`src/rtl/jpeg_seq_pkg.sv`:
```
`default_nettype none
// ============================================================================
//  Module      : jpeg_seq_pkg
//  Description : Shared types and defaults for the JPEG 8x8 block sequencer.
//                Optional macro JPEG_SEQ_PERF_CNT_EN uses sat_inc16 below.
//  Revision    : 1.0 - initial release
// ============================================================================
package jpeg_seq_pkg;

   // Sequencer states, fixed 3-bit encoding
   typedef enum logic [2:0] {
      ST_IDLE  = 3'd0,
      ST_LOAD  = 3'd1,
      ST_DCT   = 3'd2,
      ST_CAP   = 3'd3,
      ST_QUANT = 3'd4,
      ST_ZZ    = 3'd5,
      ST_HUFF  = 3'd6,
      ST_DONE  = 3'd7
   } seq_state_t;

   localparam int DCT_LATENCY_DEF   = 8;
   localparam int QUANT_LATENCY_DEF = 1;
   localparam int ROWS_DEF          = 8;
   localparam int PIXELS_DEF        = 64;

   // Increment that sticks at all-ones instead of wrapping
   function automatic logic [15:0] sat_inc16(input logic [15:0] value);
      return (value == 16'hFFFF) ? value : value + 16'd1;
   endfunction

endpackage
`default_nettype wire

```
`src/rtl/jpeg_block_sequencer_if.sv`:
```
`default_nettype none
// ============================================================================
//  Module      : jpeg_block_sequencer_if
//  Description : Host block handshake (start/busy/done) and serial pixel
//                handshake between the stream host and the block sequencer.
//  Revision    : 1.0 - initial release
// ============================================================================
interface jpeg_block_sequencer_if;
   logic blk_start;
   logic blk_is_luma;
   logic blk_bulk;
   logic blk_busy;
   logic blk_done;
   logic pix_valid;
   logic pix_ready;

   // Host side: requests blocks and supplies pixels
   modport master (
      output blk_start, blk_is_luma, blk_bulk, pix_valid,
      input  blk_busy, blk_done, pix_ready
   );

   // Sequencer side
   modport slave (
      input  blk_start, blk_is_luma, blk_bulk, pix_valid,
      output blk_busy, blk_done, pix_ready
   );
endinterface
`default_nettype wire

```
`src/rtl/jpeg_seq_row_timer.sv`:
```
`default_nettype none
// ============================================================================
//  Module      : jpeg_seq_row_timer
//  Description : Quantize row stepping. Holds each matrix row for
//                QUANT_LATENCY+1 cycles, strobes the zigzag row write in the
//                last hold cycle and flags the final row of the block.
//  Revision    : 1.0 - initial release
// ============================================================================
module jpeg_seq_row_timer
   import jpeg_seq_pkg::*;
#(
   parameter int QUANT_LATENCY = QUANT_LATENCY_DEF,
   parameter int ROWS          = ROWS_DEF
)(
   input  wire        clock,
   input  wire        reset_n,
   input  wire        start,               // next cycle is the first QUANT cycle
   input  wire        run,                 // current cycle is a QUANT cycle
   output logic [7:0] matrix_row,
   output logic       zigzag_input_enable,
   output logic       last_row              // final hold cycle of the final row
);

   localparam logic [2:0] HOLD_LAST = 3'(QUANT_LATENCY);
   localparam logic [7:0] ROW_LAST  = 8'(ROWS - 1);

   logic [2:0] r_hold_cnt;
   logic [2:0] w_hold_nxt;
   logic [7:0] w_row_nxt;
   logic       w_active_nxt;
   logic       w_row_end;

   assign w_row_end = run && (r_hold_cnt == HOLD_LAST);
   assign last_row  = w_row_end && (matrix_row == ROW_LAST);

   // Next hold/row position; the write strobe is registered from these
   always_comb begin
      w_hold_nxt   = 3'd0;
      w_row_nxt    = matrix_row;
      w_active_nxt = 1'b0;
      if (start) begin
         w_row_nxt    = 8'd0;
         w_active_nxt = 1'b1;
      end else if (run) begin
         if (w_row_end) begin
            w_row_nxt    = last_row ? 8'd0 : matrix_row + 8'd1;
            w_active_nxt = !last_row;
         end else begin
            w_hold_nxt   = r_hold_cnt + 3'd1;
            w_active_nxt = 1'b1;
         end
      end
   end

   // Row and hold counters with registered zigzag write strobe
   always_ff @(posedge clock or negedge reset_n) begin
      if (!reset_n) begin
         r_hold_cnt          <= 3'd0;
         matrix_row          <= 8'd0;
         zigzag_input_enable <= 1'b0;
      end else begin
         r_hold_cnt          <= w_hold_nxt;
         matrix_row          <= w_row_nxt;
         zigzag_input_enable <= w_active_nxt && (w_hold_nxt == HOLD_LAST);
      end
   end

endmodule
`default_nettype wire

```
`src/rtl/jpeg_block_sequencer.sv`:
```
`default_nettype none
// ============================================================================
//  Module      : jpeg_block_sequencer
//  Description : Walks one 8x8 block through load, DCT, capture, quantize,
//                zigzag and Huffman stages, driving the encoder strobes.
//                Optional macro JPEG_SEQ_PERF_CNT_EN adds perf_cycles and
//                perf_stall counters.
//  Revision    : 1.0 - initial release
// ============================================================================
module jpeg_block_sequencer
   import jpeg_seq_pkg::*;
#(
   parameter int DCT_LATENCY   = DCT_LATENCY_DEF,
   parameter int QUANT_LATENCY = QUANT_LATENCY_DEF,
   parameter int ROWS          = ROWS_DEF,
   parameter int PIXELS        = PIXELS_DEF
)(
   input  wire                   clock,
   input  wire                   reset_n,
   jpeg_block_sequencer_if.slave host,
   output logic                  input_enable,
   output logic                  input_1pix_enable,
   output logic                  dct_enable,
   output logic                  dct_end_enable,
   output logic [7:0]            matrix_row,
   output logic                  zigzag_input_enable,
   output logic                  zigag_enable,
   output logic                  Huffman_start,
   output logic                  is_luminance,
   input  wire                   huff_end
`ifdef JPEG_SEQ_PERF_CNT_EN
   ,
   output logic [15:0]           perf_cycles,
   output logic [15:0]           perf_stall
`endif
);

   localparam logic [6:0] PIX_LAST = 7'(PIXELS - 1);
   localparam logic [7:0] DCT_LAST = 8'(DCT_LATENCY - 1);

   seq_state_t r_state;
   seq_state_t w_state_nxt;
   logic       r_bulk;
   logic [6:0] r_pix_cnt;
   logic [7:0] r_dct_cnt;
   logic       r_busy;
   logic       r_done;
   logic       w_start_accept;
   logic       w_pix_ready;
   logic       w_pix_accept;
   logic       w_last_row;

   assign w_start_accept = (r_state == ST_IDLE) && host.blk_start;
   assign host.blk_busy  = r_busy;
   assign host.blk_done  = r_done;
   assign host.pix_ready = w_pix_ready;

   // Next-state decode plus the combinational serial pixel handshake
   always_comb begin
      w_state_nxt       = r_state;
      w_pix_ready       = (r_state == ST_LOAD) && !r_bulk;
      w_pix_accept      = w_pix_ready && host.pix_valid;
      input_1pix_enable = w_pix_accept;
      case (r_state)
         ST_IDLE:  if (host.blk_start) w_state_nxt = ST_LOAD;
         ST_LOAD: begin
            if (r_bulk)
               w_state_nxt = ST_DCT;
            else if (w_pix_accept && (r_pix_cnt == PIX_LAST))
               w_state_nxt = ST_DCT;
         end
         ST_DCT:   if (r_dct_cnt == DCT_LAST) w_state_nxt = ST_CAP;
         ST_CAP:   w_state_nxt = ST_QUANT;
         ST_QUANT: if (w_last_row) w_state_nxt = ST_ZZ;
         ST_ZZ:    w_state_nxt = ST_HUFF;
         // Huffman_start is high only in the entry cycle, which masks huff_end there
         ST_HUFF:  if (huff_end && !Huffman_start) w_state_nxt = ST_DONE;
         ST_DONE:  w_state_nxt = ST_IDLE;
         default:  w_state_nxt = ST_IDLE;
      endcase
   end

   // State register
   always_ff @(posedge clock or negedge reset_n) begin
      if (!reset_n) r_state <= ST_IDLE;
      else          r_state <= w_state_nxt;
   end

   // Serial pixel counter and DCT run-length counter
   always_ff @(posedge clock or negedge reset_n) begin
      if (!reset_n) begin
         r_pix_cnt <= 7'd0;
         r_dct_cnt <= 8'd0;
      end else begin
         if (w_pix_accept)
            r_pix_cnt <= (r_pix_cnt == PIX_LAST) ? 7'd0 : r_pix_cnt + 7'd1;
         if (r_state == ST_DCT)
            r_dct_cnt <= (r_dct_cnt == DCT_LAST) ? 8'd0 : r_dct_cnt + 8'd1;
      end
   end

   // Registered strobes, decoded from the state being entered
   always_ff @(posedge clock or negedge reset_n) begin
      if (!reset_n) begin
         r_busy         <= 1'b0;
         r_done         <= 1'b0;
         r_bulk         <= 1'b0;
         input_enable   <= 1'b0;
         dct_enable     <= 1'b0;
         dct_end_enable <= 1'b0;
         zigag_enable   <= 1'b0;
         Huffman_start  <= 1'b0;
         is_luminance   <= 1'b0;
      end else begin
         r_busy         <= (w_state_nxt != ST_IDLE);
         r_done         <= (w_state_nxt == ST_DONE);
         input_enable   <= w_start_accept && host.blk_bulk;
         dct_enable     <= (w_state_nxt == ST_DCT);
         dct_end_enable <= (w_state_nxt == ST_CAP);
         zigag_enable   <= (w_state_nxt == ST_ZZ);
         Huffman_start  <= (w_state_nxt == ST_HUFF) && (r_state != ST_HUFF);
         if (w_start_accept) begin
            is_luminance <= host.blk_is_luma;
            r_bulk       <= host.blk_bulk;
         end
      end
   end

   jpeg_seq_row_timer #(
      .QUANT_LATENCY (QUANT_LATENCY),
      .ROWS          (ROWS)
   ) u_row_timer (
      .clock               (clock),
      .reset_n             (reset_n),
      .start               (r_state == ST_CAP),
      .run                 (r_state == ST_QUANT),
      .matrix_row          (matrix_row),
      .zigzag_input_enable (zigzag_input_enable),
      .last_row            (w_last_row)
   );

`ifdef JPEG_SEQ_PERF_CNT_EN
   logic [15:0] r_cyc_cnt;
   logic [15:0] r_stall_cnt;

   // Busy-cycle and serial-stall counters, published when the block completes
   always_ff @(posedge clock or negedge reset_n) begin
      if (!reset_n) begin
         r_cyc_cnt   <= 16'd0;
         r_stall_cnt <= 16'd0;
         perf_cycles <= 16'd0;
         perf_stall  <= 16'd0;
      end else begin
         if (w_start_accept) begin
            r_cyc_cnt   <= 16'd0;
            r_stall_cnt <= 16'd0;
         end else begin
            if (r_state != ST_IDLE)
               r_cyc_cnt <= sat_inc16(r_cyc_cnt);
            if ((r_state == ST_LOAD) && !r_bulk && !host.pix_valid)
               r_stall_cnt <= sat_inc16(r_stall_cnt);
         end
         // The DONE cycle itself is a busy cycle, so it is included here
         if (r_state == ST_DONE) begin
            perf_cycles <= sat_inc16(r_cyc_cnt);
            perf_stall  <= r_stall_cnt;
         end
      end
   end
`endif

endmodule
`default_nettype wire

```
`src/flat_wrapper.sv`:
```
// flat-port wrapper written by rule: the top's interface ports become plain ports
module jpeg_block_sequencer_flat import jpeg_seq_pkg::*;
#(
   parameter int DCT_LATENCY   = DCT_LATENCY_DEF,
   parameter int QUANT_LATENCY = QUANT_LATENCY_DEF,
   parameter int ROWS          = ROWS_DEF,
   parameter int PIXELS        = PIXELS_DEF
)
  (clock, reset_n, input_enable, input_1pix_enable, dct_enable, dct_end_enable, matrix_row, zigzag_input_enable, zigag_enable, Huffman_start, is_luminance, huff_end, host_blk_start, host_blk_is_luma, host_blk_bulk, host_pix_valid, host_blk_busy, host_blk_done, host_pix_ready);
  jpeg_block_sequencer_if host_i ();
  input  wire clock;
  input  wire reset_n;
  output logic input_enable;
  output logic input_1pix_enable;
  output logic dct_enable;
  output logic dct_end_enable;
  output logic [7:0] matrix_row;
  output logic zigzag_input_enable;
  output logic zigag_enable;
  output logic Huffman_start;
  output logic is_luminance;
  input  wire huff_end;
  input wire logic [$bits(host_i.blk_start)-1:0] host_blk_start;
  input wire logic [$bits(host_i.blk_is_luma)-1:0] host_blk_is_luma;
  input wire logic [$bits(host_i.blk_bulk)-1:0] host_blk_bulk;
  input wire logic [$bits(host_i.pix_valid)-1:0] host_pix_valid;
  output wire logic [$bits(host_i.blk_busy)-1:0] host_blk_busy;
  output wire logic [$bits(host_i.blk_done)-1:0] host_blk_done;
  output wire logic [$bits(host_i.pix_ready)-1:0] host_pix_ready;
  assign host_i.blk_start = host_blk_start;
  assign host_i.blk_is_luma = host_blk_is_luma;
  assign host_i.blk_bulk = host_blk_bulk;
  assign host_i.pix_valid = host_pix_valid;
  assign host_blk_busy = host_i.blk_busy;
  assign host_blk_done = host_i.blk_done;
  assign host_pix_ready = host_i.pix_ready;
  jpeg_block_sequencer #(.DCT_LATENCY(DCT_LATENCY), .QUANT_LATENCY(QUANT_LATENCY), .ROWS(ROWS), .PIXELS(PIXELS)) u_core (.clock(clock), .reset_n(reset_n), .host(host_i), .input_enable(input_enable), .input_1pix_enable(input_1pix_enable), .dct_enable(dct_enable), .dct_end_enable(dct_end_enable), .matrix_row(matrix_row), .zigzag_input_enable(zigzag_input_enable), .zigag_enable(zigag_enable), .Huffman_start(Huffman_start), .is_luminance(is_luminance), .huff_end(huff_end));
endmodule
```
`config.mk`:
```
export PLATFORM = sky130hd
export DESIGN_NAME = jpeg_block_sequencer_flat
export DESIGN_NICKNAME = d
export VERILOG_FILES = /design/src/rtl/jpeg_seq_pkg.sv /design/src/rtl/jpeg_block_sequencer_if.sv /design/src/rtl/jpeg_seq_row_timer.sv /design/src/rtl/jpeg_block_sequencer.sv /design/src/flat_wrapper.sv
export SDC_FILE = /design/constraint.sdc
export NUM_CORES = 1
export LEC_CHECK = 0
export CAP_MARGIN = 20
export CORE_MARGIN = 8
export CORE_UTILIZATION = 45
export CTS_BUF_LIST = sky130_fd_sc_hd__clkbuf_4 sky130_fd_sc_hd__clkbuf_8
export CTS_CLUSTER_SIZE = 12
export DETAILED_ROUTE_END_ITERATION = 12
export GPL_TIMING_DRIVEN = 0
export HOLD_SLACK_MARGIN = 0.02
export PLACE_DENSITY = 0.77
export SLEW_MARGIN = 5
export SYNTH_ARGS = -nofsm -noshare
export SYNTH_HDL_FRONTEND = slang
export SYNTH_SLANG_ARGS = --single-unit
```
`constraint.sdc`:
```
create_clock -name clock -period 1.85 [get_ports clock]
set_clock_uncertainty 0.15 [all_clocks]
set_input_delay 0.185 -clock clock [delete_from_list [all_inputs] [get_ports clock]]
set_output_delay 0.185 -clock clock [all_outputs]
set_load 0.02 [all_outputs]
```
==> metrics.csv <==
metric;value;unit
utilization;64.3;%
clock.fmax;0.520;GHz
io-pin-count;26;
drv_slew;0;
mostFrequentLayoutCell;dfrtp_1;
power_density;1280;mW/mm^2
relSlewSlack;44.9;%
synth_fp_nets;172;
wl_per_cell;14.8;um
syn_to_final_growth;40.1;%
violations;setup timing;
grt_pass1_vias;1566;
die_y;79.4;um
first_iter_violations;57;
hold_ws;0.325;ns
cts_inserted_buffers;5;
crit_arrival;1.95;ns
period_share;104;%
finalSetupViolCount;4;
synth_area;0.00181;sq mm
tns;-0.140;ns
cts-htree-levels;2;
cp_max_fo;6;
gp_congestion;0.846;
dp_cells;235;
cts_buffer_depth;2;
ys_seq_elements;39;
num_antenna_cells;0;
nNetsFinal;231;
drt_first_pass_iters;4;
ys_types;43;
rsz0062_at_grt;true;
synth.avg_cell_area;11.3;sq um
overflow;0;
vias;1444;
routed_wl;4.00;mm
clk_pin_slew_worst_paths;0.08;ns
instances_no_fill;270;
hp-class;primary input to flop;
drive_gt1_share;33.2;%
synthCells;160;
period_needed;1.92;ns
worst_slack;-0.0739;ns
clock_sinks;39;
antenna_found_initial;0;
hold_viol_final;0;
fp.dieArea;0.00631;sq mm
grt_max_degree;40;
maxCapViolCount;0;
grt_pass1_wl;6.73;mm
worstSetupEndpointType;flop;
post-route-drc-count;0;
outcome;complete, but fails checks;
power;3.25;mW
ir_worst_vdd;0.000623;V
ctsRootBufferMaster;clkbuf_8;
clk_latency;0.30;ns
p_leak;1.10;nW
worstPathRequired;1.88;ns
numPortBuffers;25;
final_antenna_net_count;0;
coreArea;0.00394;sq mm
die_x;79.4;um
mostFrequentLayoutCells;dfrtp_1, buf_4, clkdlybuf4s50_1;
tightest_slew;0.826;ns
start_kind;flop;
dp_hpwl;2.49;mm
ys.warnings.count;0;
rows;23;
grtUsageTotal;13.3;%
path_class;flop to flop;
vias_per_cell;5.35;
tritoncts;yes;
min_delay_path_depth;2;
start_util;45.9;%
ff2ff_path_depth;4;
seq_area_frac_synth;53.9;%
-- kinds of logic (layout without fill, tap and decap cells) --
| family | count (synthesis) | in the layout | synth area share, % |
|---|---|---|---|
| simple gates | 65 | 65 | 22.4 |
| flops | 39 | 39 | 53.9 |
| compound gates | 25 | 25 | 8.50 |
| xor+xnor | 14 | 14 | 6.77 |
| buf+inv | 8 | 68 | 2.56 |
| fa+ha+maj | 5 | 5 | 3.46 |
| mux | 4 | 4 | 2.42 |
-- sequential cells by signal (all words and copies together) (netlist names), 3 cells and up --
signal,count
u_core.r_dct_cnt,8
u_core.u_row_timer.r_hold_cnt,3
u_core.r_state,3
u_core.u_row_timer.matrix_row,8
u_core.r_pix_cnt,7
-- metal layers --
layer	GRT usage [%]	vias up	wire [um]
met5	0	-	0
met4	5.74	0	61
met3	5.07	6	197
met2	22.9	31	2050
met1	14.1	716	1690
li1	-	691	-
-- final timing paths --
check,startpoint,to,slack (ns)
worst max-delay path,u_core.r_state[1],u_core.host.blk_busy,-0.07
worst min register to register,u_core.r_dct_cnt[7],u_core.r_dct_cnt[7],0.33
min in group asynchronous,reset_n,u_core.dct_end_enable,0.37
max in group asynchronous,reset_n,u_core.u_row_timer.matrix_row[1],0.61
worst min-delay path,host_blk_bulk,u_core.input_enable,0.33
worst max register to register,u_core.r_state[1],u_core.host.blk_busy,-0.07
-- worst max-delay path, cell delays in order (launching register included) --
cell	delay, ns
dfrtp_1	0.43
nor3b_2	0.22
and4bb_4	0.23
a2111o_1	0.41
or3_1	0.37
-- Yosys cell counts (all sizes together) --
library cell | n | area [sq um]
nand2b | 1 | 6.26
a32oi | 1 | 8.76
and2 | 1 | 6.26
nand4b | 2 | 17.5
nor2 | 8 | 30.0
nor2b | 3 | 18.8
or3 | 3 | 18.8
a22o | 1 | 8.76
xor2 | 2 | 17.5
a31oi | 1 | 6.26
nand4 | 2 | 12.5
buf | 4 | 31.3
xnor2 | 12 | 105
and3 | 5 | 31.3
and4bb | 1 | 16.3
or2 | 1 | 6.26
or4 | 2 | 15.0
nor4bb | 1 | 10.0
inv | 4 | 15.0
nor4 | 1 | 6.26
nor4b | 2 | 23.8
mux2i | 1 | 10.0
nor3b | 3 | 33.8
o31ai | 3 | 22.5
a21o | 1 | 7.51
nand3 | 8 | 40.0
o21ai | 8 | 40.0
a2111o | 1 | 11.3
nand2 | 13 | 48.8
dfrtp | 39 | 976
nor3 | 2 | 10.0
mux2 | 3 | 33.8
and3b | 2 | 18.8
or3b | 1 | 8.76
ha | 5 | 62.6
and4 | 3 | 26.3
a21oi | 9 | 48.8
-- repair_timing --
action                                  in CTS  in global routing
gates resized for setup                     24                 14
setup buffers                               21                  5
hold endpoints to repair                    39                  0
pin swaps                                   10                  6
endpoints found under the setup margin       8                  9
hold buffers                                 1                  0
-- final cells by class --
cell class              instances  area (sq um)
clock buffers                   5          68.8
flip-flops and latches         39           980
fillers                       288          1410
inverters                       4          17.5
well taps                      50          62.6
repair buffers                 52           457
multi-input cells             113           886
plain buffers                   4          45.0
clock inverters                 3          20.0
-- through the flow --
stage          cell area (sq um)  setup WS, ns
2_1_floorplan               1840       -0.0701
3_3_place_gp                2150        -0.555
3_5_place_dp                2150        -0.331
4_1_cts                     2450       -0.0317
5_1_grt                     2540        -0.116
6_report                    2540       -0.0739
-- power breakdown --
| group | switching (mW) | internal, mW |
|---|---|---|
| Clock | 0.312 | 0.262 |
| Combinational | 0.639 | 0.797 |
| Sequential | 0.179 | 1.06 |
| Total | 1.13 | 2.12 |
(Power assumes the default switching activity.)
